<file path="src/rtl/canny_frame_ctrl.sv">
// Frame sequencer, threshold register block and per-frame statistics for the Canny pipeline.
// Optional auto-threshold feature: define CANNY_FRAME_CTRL_AUTO_TH_EN.
module canny_frame_ctrl #(
  parameter logic [9:0]  TH_LOW_RST  = 10'd50,
  parameter logic [9:0]  TH_HIGH_RST = 10'd100,
  parameter logic [31:0] TGT_HI      = 32'd20000,
  parameter logic [31:0] TGT_LO      = 32'd2000,
  parameter logic [9:0]  TH_STEP     = 10'd4
) (
  input  logic        clk,
  input  logic        rst_s,
  input  logic        cfg_wr,
  input  logic        cfg_rd,
  input  logic [2:0]  cfg_addr,
  input  logic [15:0] cfg_wdata,
  output logic [15:0] cfg_rdata,
  output logic        cfg_rvalid,
  input  logic        canny_vs,
  input  logic        canny_de,
  input  logic [7:0]  canny_out,
  output logic [9:0]  th_low,
  output logic [9:0]  th_high,
  output logic        canny_en,
  output logic        frame_done
);

  typedef enum logic [1:0] {IDLE, ARM, SYNC, ACTIVE} state_t;
  state_t state_reg, state_next;

  logic        enable_reg, single_reg, th_err_reg;
  logic        canny_en_reg, frame_done_reg, vs_d_reg, de_d_reg;
  logic [9:0]  sh_low_reg, sh_high_reg, th_low_reg, th_high_reg;
  logic [31:0] edge_work_reg, edge_lat_reg;
  logic [15:0] line_work_reg, line_lat_reg, frame_cnt_reg;
  logic [15:0] cfg_rdata_reg;
  logic        cfg_rvalid_reg;

  logic        vs_rise, vs_fall, wr_ctrl, commit, frame_end, stop, th_bad, auto_bit;
  logic        adj_en;
  logic [9:0]  adj_low, adj_high;
  logic [15:0] rd_mux;
  logic        unused_bits;

  assign vs_rise = canny_vs & ~vs_d_reg;
  assign vs_fall = ~canny_vs & vs_d_reg;
  assign wr_ctrl = cfg_wr && (cfg_addr == 3'd0);
  assign th_bad  = (sh_high_reg <= sh_low_reg);

`ifdef CANNY_FRAME_CTRL_AUTO_TH_EN
  logic        auto_reg;
  logic [10:0] hi_sum, lo_sum;
  logic [9:0]  hi_up, lo_up, hi_dn, lo_dn;

  assign auto_bit = auto_reg;

  // Raise: high saturates first, low is then kept strictly below it.
  // Lower: low floors at 1, high is then kept strictly above it.
  always_comb begin
    hi_sum = {1'b0, sh_high_reg} + {1'b0, TH_STEP};
    lo_sum = {1'b0, sh_low_reg} + {1'b0, TH_STEP};
    hi_up  = hi_sum[10] ? 10'd1023 : hi_sum[9:0];
    lo_up  = (lo_sum >= {1'b0, hi_up}) ? hi_up - 10'd1 : lo_sum[9:0];
    lo_dn  = (sh_low_reg > TH_STEP) ? sh_low_reg - TH_STEP : 10'd1;
    hi_dn  = (sh_high_reg >= TH_STEP) ? sh_high_reg - TH_STEP : 10'd0;
    if (hi_dn <= lo_dn) hi_dn = lo_dn + 10'd1;
    adj_en   = 1'b0;
    adj_low  = sh_low_reg;
    adj_high = sh_high_reg;
    if (frame_end && auto_reg) begin
      if (edge_work_reg > TGT_HI) begin
        adj_en = 1'b1; adj_low = lo_up; adj_high = hi_up;
      end else if (edge_work_reg < TGT_LO) begin
        adj_en = 1'b1; adj_low = lo_dn; adj_high = hi_dn;
      end
    end
  end
  assign unused_bits = &{1'b0, cfg_wdata[15:10]};
`else
  assign auto_bit    = 1'b0;
  assign adj_en      = 1'b0;
  assign adj_low     = sh_low_reg;
  assign adj_high    = sh_high_reg;
  assign unused_bits = &{1'b0, cfg_wdata[15:10], cfg_wdata[4], ^TGT_HI, ^TGT_LO, ^TH_STEP};
`endif

  always_comb begin
    state_next = state_reg;
    commit     = 1'b0;
    frame_end  = 1'b0;
    stop       = 1'b0;
    case (state_reg)
      IDLE:   if (enable_reg) state_next = ARM;
      ARM:    if (!enable_reg) state_next = IDLE;
              else if (!canny_vs) state_next = SYNC;
      SYNC:   if (vs_rise) begin
                commit = 1'b1; state_next = ACTIVE;
              end else if (!enable_reg) begin
                stop = 1'b1; state_next = IDLE;
              end
      ACTIVE: if (vs_fall) begin
                frame_end = 1'b1;
                if (single_reg || !enable_reg) begin
                  stop = 1'b1; state_next = IDLE;
                end else begin
                  state_next = SYNC;
                end
              end
      default: state_next = IDLE;
    endcase
  end

  always_comb begin
    rd_mux = 16'd0;
    case (cfg_addr)
      3'd0: rd_mux = {11'd0, auto_bit, 2'b00, single_reg, enable_reg};
      3'd1: rd_mux = {6'd0, sh_low_reg};
      3'd2: rd_mux = {6'd0, sh_high_reg};
      3'd3: rd_mux = {14'd0, th_err_reg, state_reg != IDLE};
      3'd4: rd_mux = edge_lat_reg[15:0];
      3'd5: rd_mux = edge_lat_reg[31:16];
      3'd6: rd_mux = frame_cnt_reg;
      3'd7: rd_mux = line_lat_reg;
      default: rd_mux = 16'd0;
    endcase
  end

  always_ff @(posedge clk or posedge rst_s) begin
    if (rst_s) state_reg <= IDLE;
    else       state_reg <= state_next;
  end

  always_ff @(posedge clk or posedge rst_s) begin
    if (rst_s) begin
      enable_reg     <= 1'b0;
      single_reg     <= 1'b0;
      th_err_reg     <= 1'b0;
      canny_en_reg   <= 1'b0;
      frame_done_reg <= 1'b0;
      vs_d_reg       <= 1'b0;
      de_d_reg       <= 1'b0;
      sh_low_reg     <= TH_LOW_RST;
      sh_high_reg    <= TH_HIGH_RST;
      th_low_reg     <= TH_LOW_RST;
      th_high_reg    <= TH_HIGH_RST;
      edge_work_reg  <= 32'd0;
      edge_lat_reg   <= 32'd0;
      line_work_reg  <= 16'd0;
      line_lat_reg   <= 16'd0;
      frame_cnt_reg  <= 16'd0;
      cfg_rdata_reg  <= 16'd0;
      cfg_rvalid_reg <= 1'b0;
`ifdef CANNY_FRAME_CTRL_AUTO_TH_EN
      auto_reg       <= 1'b0;
`endif
    end else begin
      vs_d_reg       <= canny_vs;
      de_d_reg       <= canny_de;
      frame_done_reg <= frame_end;
      cfg_rvalid_reg <= cfg_rd;
      cfg_rdata_reg  <= cfg_rd ? rd_mux : 16'd0;

      if (wr_ctrl) begin
        enable_reg <= cfg_wdata[0];
        single_reg <= cfg_wdata[1];
`ifdef CANNY_FRAME_CTRL_AUTO_TH_EN
        auto_reg   <= cfg_wdata[4];
`endif
      end else if (stop && single_reg) begin
        enable_reg <= 1'b0;
      end

      if (commit && th_bad)               th_err_reg <= 1'b1;
      else if (wr_ctrl && cfg_wdata[3])   th_err_reg <= 1'b0;

      // CPU shadow writes take priority over the automatic adjustment.
      if (cfg_wr && cfg_addr == 3'd1) sh_low_reg <= cfg_wdata[9:0];
      else if (adj_en)                sh_low_reg <= adj_low;
      if (cfg_wr && cfg_addr == 3'd2) sh_high_reg <= cfg_wdata[9:0];
      else if (adj_en)                sh_high_reg <= adj_high;

      if (commit) begin
        if (!th_bad) begin
          th_low_reg  <= sh_low_reg;
          th_high_reg <= sh_high_reg;
        end
        canny_en_reg  <= 1'b1;
        edge_work_reg <= 32'd0;
        line_work_reg <= 16'd0;
      end else if (state_reg == ACTIVE && canny_vs) begin
        if (canny_de && canny_out == 8'hFF && edge_work_reg != 32'hFFFF_FFFF)
          edge_work_reg <= edge_work_reg + 32'd1;
        if (canny_de && !de_d_reg && line_work_reg != 16'hFFFF)
          line_work_reg <= line_work_reg + 16'd1;
      end
      if (stop) canny_en_reg <= 1'b0;

      if (frame_end) begin
        edge_lat_reg  <= edge_work_reg;
        line_lat_reg  <= line_work_reg;
        frame_cnt_reg <= frame_cnt_reg + 16'd1;
      end
      if (wr_ctrl && cfg_wdata[2]) begin
        edge_lat_reg  <= 32'd0;
        line_lat_reg  <= 16'd0;
        frame_cnt_reg <= 16'd0;
      end
    end
  end

  assign th_low     = th_low_reg;
  assign th_high    = th_high_reg;
  assign canny_en   = canny_en_reg;
  assign frame_done = frame_done_reg;
  assign cfg_rdata  = cfg_rdata_reg;
  assign cfg_rvalid = cfg_rvalid_reg;

endmodule

</file>
<file path="config.mk">
export PLATFORM = sky130hd
export DESIGN_NAME = canny_frame_ctrl
export DESIGN_NICKNAME = d
export VERILOG_FILES = /design/src/rtl/canny_frame_ctrl.sv
export SDC_FILE = /design/constraint.sdc
export NUM_CORES = 1
export LEC_CHECK = 0
export CAP_MARGIN = 10
export CORE_UTILIZATION = 30
export CTS_CLUSTER_DIAMETER = 100
export DETAILED_ROUTE_END_ITERATION = 10
export GPL_TIMING_DRIVEN = 0
export PLACE_DENSITY = 0.48
export SLEW_MARGIN = 10
export SYNTH_ARGS = -nofsm -noshare
export SYNTH_HDL_FRONTEND = slang
export SYNTH_SLANG_ARGS = --single-unit
export TNS_END_PERCENT = 1
</file>
<file path="constraint.sdc">
create_clock -name clk -period 6.53 [get_ports clk]
set_input_delay 1.306 -clock clk [delete_from_list [all_inputs] [get_ports clk]]
set_output_delay 1.306 -clock clk [all_outputs]
set_load 0.02 [all_outputs]
</file>
==> reports/metrics.yaml, run 1 <==
die_x_um: 173
cts_hold_buf: 0
area_growth_pct: 19.7
instances_no_fill: 1349
yosysTopAreaCell: "dfrtp_1"
finalSetupViolCount: 0
path_cells: "clkdlybuf4s50_1 > nand4_4 > nand3b_4 > or3_4 > clkbuf_8 > nor4_1 > mux2i_1"
floorplan.io_pins: 72
start_kind: "input pin"
grt_pass1_vias: 6794
maxSlewViolCount: 0
gp_congestion: 0.816
yosys.area_share.simple: 0.209
power.density_nw_per_um2: 275
grt_pass1_wl_mm: 41.0
regArea_um2: 4470
place_hpwl_mm: 18.7
portBuffers: 64
ys.flop_type: "dfrtp_1"
worstReg2RegEnd: "th_low[8]$_DFFE_PP0P_"
vdd_ir_drop_max_mv: 0.143
rsz0062_at_grt: "false"
crit_slowest_cell: "clkdlybuf4s50_1"
whs_path_depth: 1
antenna_found_initial: 1
yosysSeqAreaShare: 0.509
cts_max_level: 4
cts_setup_buffers: 0
grt_max_degree: 101
cp_slowest_stage_delay_ps: 670
final_layout_size_suffix_gt1_frac: 0.134
ys_types: 67
die_h_um: 173
fillCellCount: 2965
drtPass1Iterations: 5
r2r-start: "adj_low[5]$_DFFE_PP1P_"
worstHoldStart: "canny_en$_DFFE_PP0P_"
syn_avg_cell_area_um2: 10.1
yosysMostFrequentCell: "dfrtp_1"
fin_tns_setup_ps: 0
worst_ep_arrival_time_ps: 3640
clk_pin_slew_ps: 70
critPathKind: "in2reg"
cap_violations: 0
track_usage: 0.178
tritoncts: "yes"
cp_max_fo: 10
vias: 6906
synth_compound_area_frac: 0.119
dieArea_um2: 29900
synth_top_family_by_area: "simple AND/OR/NAND/NOR gates"
yosysTopAreaCellShare: 0.473
synth_edf_count: 0
start_util: 0.306
required_ps: 6880
first_iter_violations: 461
wl_per_cell_um: 18.8
fin_util: 0.366
clk_latency_ps: 440
grt_overflow: 0
cts_resized: 0
synthCells: 868
critPathCaptureType: "flop"
finClkSkew_ps: 14.1
relSlewSlack: 0.508
multi_input_area_um2: 4000
hold_path.class: "reg2reg"
numCtsBuffers: 17
tightest_slew_ps: 735
fmax_ghz: 0.304
syn_area_um2: 8780
rrSetupSlack_ps: 4030
p_leak_nw: 4.51
fin_nets: 998
yosys-top-cells-count: "dfrtp_1, nand2_1, a21oi_1, nor2_1"
yosys_warnings: 0
fp.coreArea_um2: 28700
antenna_cells: 0
postRouteAntennaNets: 0
rr_worst_depth: 8
synthAdderAreaFrac: 0.0185
clkSinkCount: 178
cts-root-buf: "clkbuf_16"
dp.cells: 1317
ys_async_sr_fraction: 1.00
synth_xor_xnor_area_share: 0.0250
clockBufferDepth: 2
rows: 62
hold_viol: 0
route.detailed.drc: 0
routed_wl_mm: 25.3
status: "finished clean"
synth_area_leaders: "dfrtp_1, nand2_1, a21oi_1"
synthMuxAreaShare: 0.0844
syn_nets: 914
vias_per_cell: 5.12
min_to: "canny_en$_DFFE_PP0P_"
min_period_ps: 3290
timing.hold.ws_ps: 484
fin_crit_sh: 0.504
ys_ff_latch: 178
==> through the flow <==
stage	instance area (µm²)	power (W)	setup WS (ps)
floorplan	8780	0.00163	414
global placement	9900	0.00189	-2500
detailed placement	9930	0.00190	2780
CTS	10500	0.00292	3230
global route	10500	0.00302	3030
finish	10500	0.00288	3240
==> cell type report <==
class,count,share of cell area
Sequential cell,178,0.426
Clock buffer,19,0.0422
Inverter,21,0.00822
Timing Repair Buffer,65,0.0636
Tap cell,384,0.0458
Clock inverter,13,0.0120
Multi-Input combinational cell,625,0.381
Buffer,44,0.0214
==> critical path: cells and delay by family <==
kind                   cells  cell delay, ps
muxes                      1             230
and+or+nand+nor            4            1230
buffers and inverters      2             860
==> layer usage <==
| metal | vias to the layer above | track usage | routed length [µm] |
|---|---|---|---|
| met1 | 3451 | 0.257 | 12500 |
| met2 | 137 | 0.279 | 11700 |
| met5 | - | 0 | 0 |
| met3 | 24 | 0.0286 | 818 |
| met4 | 0 | 0.0431 | 359 |
| li1 | 3294 | - | - |
==> cell families after synthesis <==
logic type	after synthesis
and+or+nand+nor	352
xor gates and xnor gates	25
buffers and inverters	65
adders and majority gates	13
muxes	60
AOI/OAI and AO/OA	175
DFF	178
==> placed cells by master (no fill, tap or decap), types with 11 or more instances in the layout <==
| cell type | synthesis | layout |
|---|---|---|
| a21oi_1 | 84 | 84 |
| and2_1 | 11 | 11 |
| and3_1 | 14 | 14 |
| and4_1 | 13 | 13 |
| buf_2 | 17 | 17 |
| clkbuf_1 | 18 | 19 |
| clkbuf_16 | 0 | 17 |
| clkdlybuf4s50_1 | 0 | 64 |
| dfrtp_1 | 166 | 166 |
| dfstp_2 | 12 | 12 |
| ha_1 | 13 | 13 |
| inv_1 | 21 | 20 |
| mux2_2 | 32 | 32 |
| mux2i_1 | 20 | 20 |
| nand2_1 | 151 | 151 |
| nand3_1 | 22 | 22 |
| nand4_1 | 18 | 18 |
| nor2_1 | 51 | 51 |
| o21ai_0 | 32 | 32 |
| o31ai_1 | 13 | 13 |
| or3_1 | 12 | 12 |
| or4_1 | 14 | 14 |
| xor2_1 | 16 | 16 |
==> where the power goes <==
part           internal [W]  switching (W)  leakage (nW)  total (W)
combinational      0.000264       0.000284          1.85   0.000548
clock              0.000543       0.000470         0.273    0.00101
sequential          0.00123      0.0000911          2.39    0.00132
==> worst max-delay path by stage <==
stage | end | startpoint | slack (ps) | cells past startpoint
2_1_floorplan | adj_high[0]$_DFFE_PP0P_ | rst_s | 410 | 1
3_3_place_gp | line_work_reg[3]$_DFFE_PP0P_ | rst_s | -2500 | 2
3_5_place_dp | edge_work_reg[23]$_DFFE_PP0P_ | canny_de | 2780 | 7
4_1_cts | edge_work_reg[23]$_DFFE_PP0P_ | canny_de | 3230 | 7
5_1_grt | frame_cnt_reg[13]$_DFFE_PP0P_ | cfg_addr[2] | 3030 | 8
6_report | edge_work_reg[23]$_DFFE_PP0P_ | canny_de | 3240 | 7
Power figures use the tool's default switching activity.
==> run 2, diff against run 1 <==
==> constraint.sdc (replaced) <==
create_clock -name clk -period 3.2 [get_ports clk]
set_input_delay 0.64 -clock clk [delete_from_list [all_inputs] [get_ports clk]]
set_output_delay 0.64 -clock clk [all_outputs]
set_load 0.02 [all_outputs]
==> run 2 against run 1 <==
Critical path depth increased by 1. Clock power increased by 110%. Utilization increased by 0.40 points. Combinational power increased by 110%. Clock skew decreased by 1.8 ps. Wire length increased by 1.0%. Non-clock buffer count increased by 5. Critical path type unchanged. Largest cell class unchanged.
==> reports/metrics.yaml, run 2 (synthesis results as in run 1) <==
track_usage: 0.180  # +0.00156
comb_power_share: 0.190  # about the same
grt_max_degree: 36  # -64%
critPathCaptureType: "flop"
rows: 62  # unchanged
start_util: 0.306  # unchanged
tritoncts: "yes"
path_delay_family: "buffers and inverters"
fmax_ghz: 0.378
worstHoldStart: "th_low[7]$_DFFE_PP0P_"
whs_path_depth: 1  # unchanged
finClkSkew_ps: 12.3  # -1.82 ps
route.detailed.drc: 0  # unchanged
grt_pass1_vias: 6872  # +1.1%
worst-path-buf-inv: 4  # +2
place_area_um2: 10000  # +0.97%
grt_pass1_wl_mm: 41.3  # +0.64%
fillCellCount: 2913  # -1.8%
cts_setup_buffers: 0  # unchanged
worstReg2RegEnd: "th_low[6]$_DFFE_PP0P_"
die_x_um: 173  # unchanged
power_frac_clock: 0.359  # +0.008
routed_wl_mm: 25.6  # +1.0%
clk_pin_slew_ps: 70  # about the same
cp_max_fo: 10  # unchanged
clk_latency_ps: 440  # about the same
vias: 6829  # -1.1%
antenna_cells: 0  # unchanged
power.density_nw_per_um2: 564  # +110%
wl_per_cell_um: 18.9  # +0.65%
gp_congestion: 0.811  # -0.69%
fin_nets: 1003  # +0.50%
mostFrequentLayoutCells: "dfrtp_1, nand2_1, a21oi_1"
fp.coreArea_um2: 28700  # unchanged
hold_path.class: "reg2reg"
grt_overflow: 0  # unchanged
startpoint: "cfg_addr[2]"
numCtsBuffers: 17  # unchanged
cap_violations: 0  # unchanged
relSlewSlack: 0.513  # +0.00514
p_leak_nw: 4.56  # +1.0%
crit_slowest_cell: "or3_1"
fin_util: 0.370  # +0.00397
p_sw_w: 0.00173  # +100%
status: "finished clean"
critPathKind: "in2reg"
clockBufferDepth: 2  # unchanged
timing.hold.ws_ps: 511  # +27.1 ps
rsz0062_at_grt: "false"
drtPass1Iterations: 5  # unchanged
start_kind: "input pin"
clkSinkCount: 178  # unchanged
tightest_slew_ps: 728  # -7.68 ps
switching_share: 0.288  # -0.00521
hold_viol: 0  # unchanged
final_layout_size_suffix_gt1_frac: 0.136  # +0.00240
vdd_ir_drop_max_mv: 0.312  # +120%
place_hpwl_mm: 19.1  # +2.2%
path_cells: "clkdlybuf4s50_1 > clkbuf_1 > or3_1 > nor2_1 > and2_1 > buf_2 > buf_2 > nor2_1"
p_int_w: 0.00427  # +110%
postLayoutCellArea_um2: 10600  # +1.1%
antenna_found_initial: 0  # -1
dieArea_um2: 29900  # unchanged
maxSlewViolCount: 0  # unchanged
power_w: 0.00599  # +110%
min_period_ps: 2650
vias_per_cell: 5.04  # -1.5%
finalSetupViolCount: 0  # unchanged
final_common_cell: "dfrtp_1"
rr_worst_depth: 8  # unchanged
floorplan.io_pins: 72  # unchanged
rrSetupSlack_ps: 670  # -3360 ps
cp_slowest_stage_delay_ps: 470  # -200 ps
cts_resized: 0  # unchanged
area_growth_pct: 21.0
cts_max_level: 4  # unchanged
first_iter_violations: 405  # -12%
r2r-start: "adj_low[5]$_DFFE_PP1P_"
fin_crit_sh: 0.828
required_ps: 3510  # -3370 ps
cts-root-buf: "clkbuf_16"
fin_tns_setup_ps: 0  # unchanged
portBuffers: 64  # unchanged
cts_hold_buf: 0  # unchanged
seqPwrFrac: 0.451  # -0.007
postRouteAntennaNets: 0  # unchanged
min_to: "th_low[7]$_DFFE_PP0P_"
worst_ep_arrival_time_ps: 2960  # -680 ps
die_h_um: 173  # unchanged
==> run 2: cell count changes in the layout (fill, tap and decap cells not counted) <==
cell,change
clkinvlp_4,+1
bufinv_16,+1
clkbuf_8,+1
clkinv_4,-2
clkbuf_1,+2
clkinv_2,-1
inv_8,-2
buf_12,+5
==> run 2: how the worst max path moves through the flow <==
| stage | endpoint | slack [ps] | cells past startpoint |
|---|---|---|---|
| after floorplan | adj_high[0]$_DFFE_PP0P_ | 290 | 1 |
| after detailed placement | edge_work_reg[23]$_DFFE_PP0P_ | 120 | 7 |
| after global routing | frame_cnt_reg[13]$_DFFE_PP0P_ | 370 | 8 |
| after global placement | line_work_reg[3]$_DFFE_PP0P_ | -1420 | 2 |
| after CTS | frame_cnt_reg[13]$_DFFE_PP0P_ | 570 | 8 |
| final | frame_cnt_reg[13]$_DFFE_PP0P_ | 550 | 8 |
==> run 2: layout make-up <==
cell class                 instances  area [µm²]  area share
buffer                            44         225      0.0212
clock buffer                      22         464      0.0437
clock inverter                    10         123      0.0116
inverter                          21        82.6     0.00778
multi-input combinational        625        4000       0.377
sequential                       178        4470       0.421
tap                              384         480      0.0453
timing repair buffer              70         768      0.0724
==> run 2: stage by stage <==
| stage | cells | worst slack [ps] |
|---|---|---|
| 3_3_place_gp | 1316 | -1420 |
| 6_report | 1354 | 551 |
| 2_1_floorplan | 868 | 289 |
| 5_1_grt | 1354 | 369 |
| 4_1_cts | 1354 | 566 |
| 3_5_place_dp | 1322 | 118 |
==> run 2: power by group through the flow <==
stage,logic (W),registers (W),clock network (W)
floorplan,0.000496,0.00284,0
global placement,0.00112,0.00275,0
detailed placement,0.00115,0.00275,0
CTS,0.00115,0.00270,0.00220
global route,0.00124,0.00273,0.00229
finish,0.00114,0.00270,0.00215
==> run 2: routing by layer <==
metal,GRT usage,wire length [µm],up-vias
li1,-,-,3284
met1,0.264,13000,3379
met2,0.272,11300,143
met3,0.0323,925,23
met4,0.0479,442,0
met5,0,0,-
==> run 3, diff against run 2 <==
--- a/config.mk
+++ b/config.mk
@@ -10,7 +10,7 @@
 export CTS_CLUSTER_DIAMETER = 100
 export DETAILED_ROUTE_END_ITERATION = 10
 export GPL_TIMING_DRIVEN = 0
-export PLACE_DENSITY = 0.48
+export PLACE_DENSITY = 0.49
 export SLEW_MARGIN = 10
 export SYNTH_ARGS = -nofsm -noshare
 export SYNTH_HDL_FRONTEND = slang
==> constraint.sdc (replaced) <==
create_clock -name clk -period 2.2 [get_ports clk]
set_input_delay 0.44 -clock clk [delete_from_list [all_inputs] [get_ports clk]]
set_output_delay 0.44 -clock clk [all_outputs]
set_load 0.02 [all_outputs]
==> run 3 against run 2 <==
The run now ends with negative setup slack left. Register-to-register slack worse by 750 ps. Sequential power is 45% higher. Worst hold slack lost 130 ps. Non-clock buffer count rose by 13. Clock skew is essentially flat. Cell area is 2.2% higher. Global-route usage about the same. Highest routed layer unchanged.
==> reports/metrics.yaml, run 3 (synthesis results as in run 1) <==
status: "finished, violations left"
violations: "negative setup slack"
vias_per_cell: 5.03  # -0.23%
required_ps: 2520  # -990 ps
finClkSkew_ps: 12.4  # +0.0545 ps
finalSetupViolCount: 20  # +20
antenna_cells: 0  # unchanged
antenna_found_initial: 0  # unchanged
cap_violations: 0  # unchanged
rr_worst_depth: 9  # +1
fmax_ghz: 0.439
min_period_ps: 2280
critPathCaptureType: "flop"
grt_pass1_vias: 6917  # +0.65%
fillCellCount: 2948  # +1.2%
hold_viol: 0  # unchanged
rrSetupSlack_ps: -80  # -750 ps
maxSlewViolCount: 0  # unchanged
track_usage: 0.180  # about the same
postRouteAntennaNets: 0  # unchanged
p_leak_nw: 4.71  # +3.3%
area_growth_pct: 23.6
regArea_um2: 4470  # about the same
floorplan.io_pins: 72  # unchanged
grt_max_degree: 37  # +2.8%
final_common_cell: "dfrtp_1"
start_kind: "flop"
fin_tns_setup_ps: -1070  # -1070 ps
vdd_ir_drop_max_mv: 0.439  # +41%
start_util: 0.306  # unchanged
rows: 62  # unchanged
drtPass1Iterations: 4  # -1
cts_max_level: 4  # unchanged
wl_per_cell_um: 19.0  # +0.61%
routed_wl_mm: 26.0  # +1.6%
rsz0062_at_grt: "true"
fin_crit_sh: 1.03
die_h_um: 173  # unchanged
fin_ws_ps: -76.6  # -628 ps
worst_ep_arrival_time_ps: 2600  # -360 ps
mostFrequentLayoutCells: "dfrtp_1, nand2_1, a21oi_1"
vias: 6879  # +0.73%
clk_pin_slew_ps: 80  # about the same
route.detailed.drc: 0  # unchanged
final_layout_size_suffix_gt1_frac: 0.164  # +0.0277
timing.hold.ws_ps: 379  # -133 ps
cp_max_fo: 5  # -5
grt_pass1_wl_mm: 41.1  # -0.37%
grt_overflow: 0  # unchanged
worstReg2RegEnd: "th_high[9]$_DFFE_PP0P_"
cts-root-buf: "clkbuf_16"
tritoncts: "yes"
power.density_nw_per_um2: 811  # +44%
gp_congestion: 0.818  # +0.84%
die_x_um: 173  # unchanged
fin_nets: 1016  # +1.3%
clk_latency_ps: 440  # about the same
r2r-start: "adj_low[4]$_DFFE_PP1P_"
clockBufferDepth: 2  # unchanged
clkSinkCount: 178  # unchanged
place_hpwl_mm: 19.2  # +0.20%
first_iter_violations: 463  # +14%
dieArea_um2: 29900  # unchanged
portBuffers: 64  # unchanged
critPathKind: "reg2reg"
fp.coreArea_um2: 28700  # unchanged
relSlewSlack: 0.520  # +0.00658
numCtsBuffers: 17  # unchanged
multi_input_area_um2: 4130  # +3.2%
hold_path.class: "in2async"
tightest_slew_ps: 720  # -7.19 ps
fin_util: 0.378  # +0.00820
## run 3: worst max path at each step
stage	start	endpoint	slack, ps
2_1_floorplan	rst_s	adj_high[0]$_DFFE_PP0P_	-510
3_3_place_gp	rst_s	line_work_reg[4]$_DFFE_PP0P_	-2200
3_5_place_dp	cfg_addr[2]	frame_cnt_reg[15]$_DFFE_PP0P_	-680
4_1_cts	adj_high[5]$_DFFE_PP1P_	th_low[2]$_DFFE_PP0P_	-100
5_1_grt	adj_low[4]$_DFFE_PP1P_	th_low[6]$_DFFE_PP0P_	-140
6_report	adj_low[4]$_DFFE_PP1P_	th_high[9]$_DFFE_PP0P_	-80
## run 3: per-layer routing
metal,global-route usage,wire [µm]
met3,0.0365,1010
met5,0,0
met4,0.0439,371
met2,0.285,11900
met1,0.251,12700
## run 3: timing repair
| item | CTS | global route |
|---|---|---|
| setup buffers | 5 | 7 |
| gates cloned | 2 | 0 |
| gates resized for setup | 29 | 27 |
| setup endpoints to repair | 116 | 110 |
| endpoints found under the hold margin | 0 | 0 |
| pin swaps | 4 | 5 |
| hold buffers | 0 | 0 |
## run 3: worst max-delay path, stage by stage, from the launching register on
cell      delay [ps]
dfstp_2          560
inv_2             50
ha_4             210
and4_4           200
a31oi_1          180
o211ai_1         110
o211ai_1         190
buf_4            220
buf_8            150
mux2_4           290
## run 3: layout make-up
cell class / count / area share
clock buffer: 19 / 0.0399
timing repair buffer: 83 / 0.0799
clock inverter: 13 / 0.0114
sequential: 178 / 0.412
tap: 384 / 0.0443
multi-input combinational: 625 / 0.381
inverter: 21 / 0.00761
buffer: 44 / 0.0242
## run 3: stage by stage
stage | area (µm²) | power [W] | setup WS [ps] | instances
after floorplan | 8780 | 0.00485 | -511 | 868
after global placement | 9900 | 0.00561 | -2200 | 1316
after detailed placement | 10000 | 0.00566 | -676 | 1321
after CTS | 10700 | 0.00877 | -99.5 | 1360
after global routing | 10900 | 0.00919 | -140 | 1367
final | 10900 | 0.00880 | -76.6 | 1367
## run 3: where the power goes
part           switching [W]  internal [W]
Clock                0.00141       0.00158
Combinational       0.000908      0.000975
Sequential          0.000268       0.00365
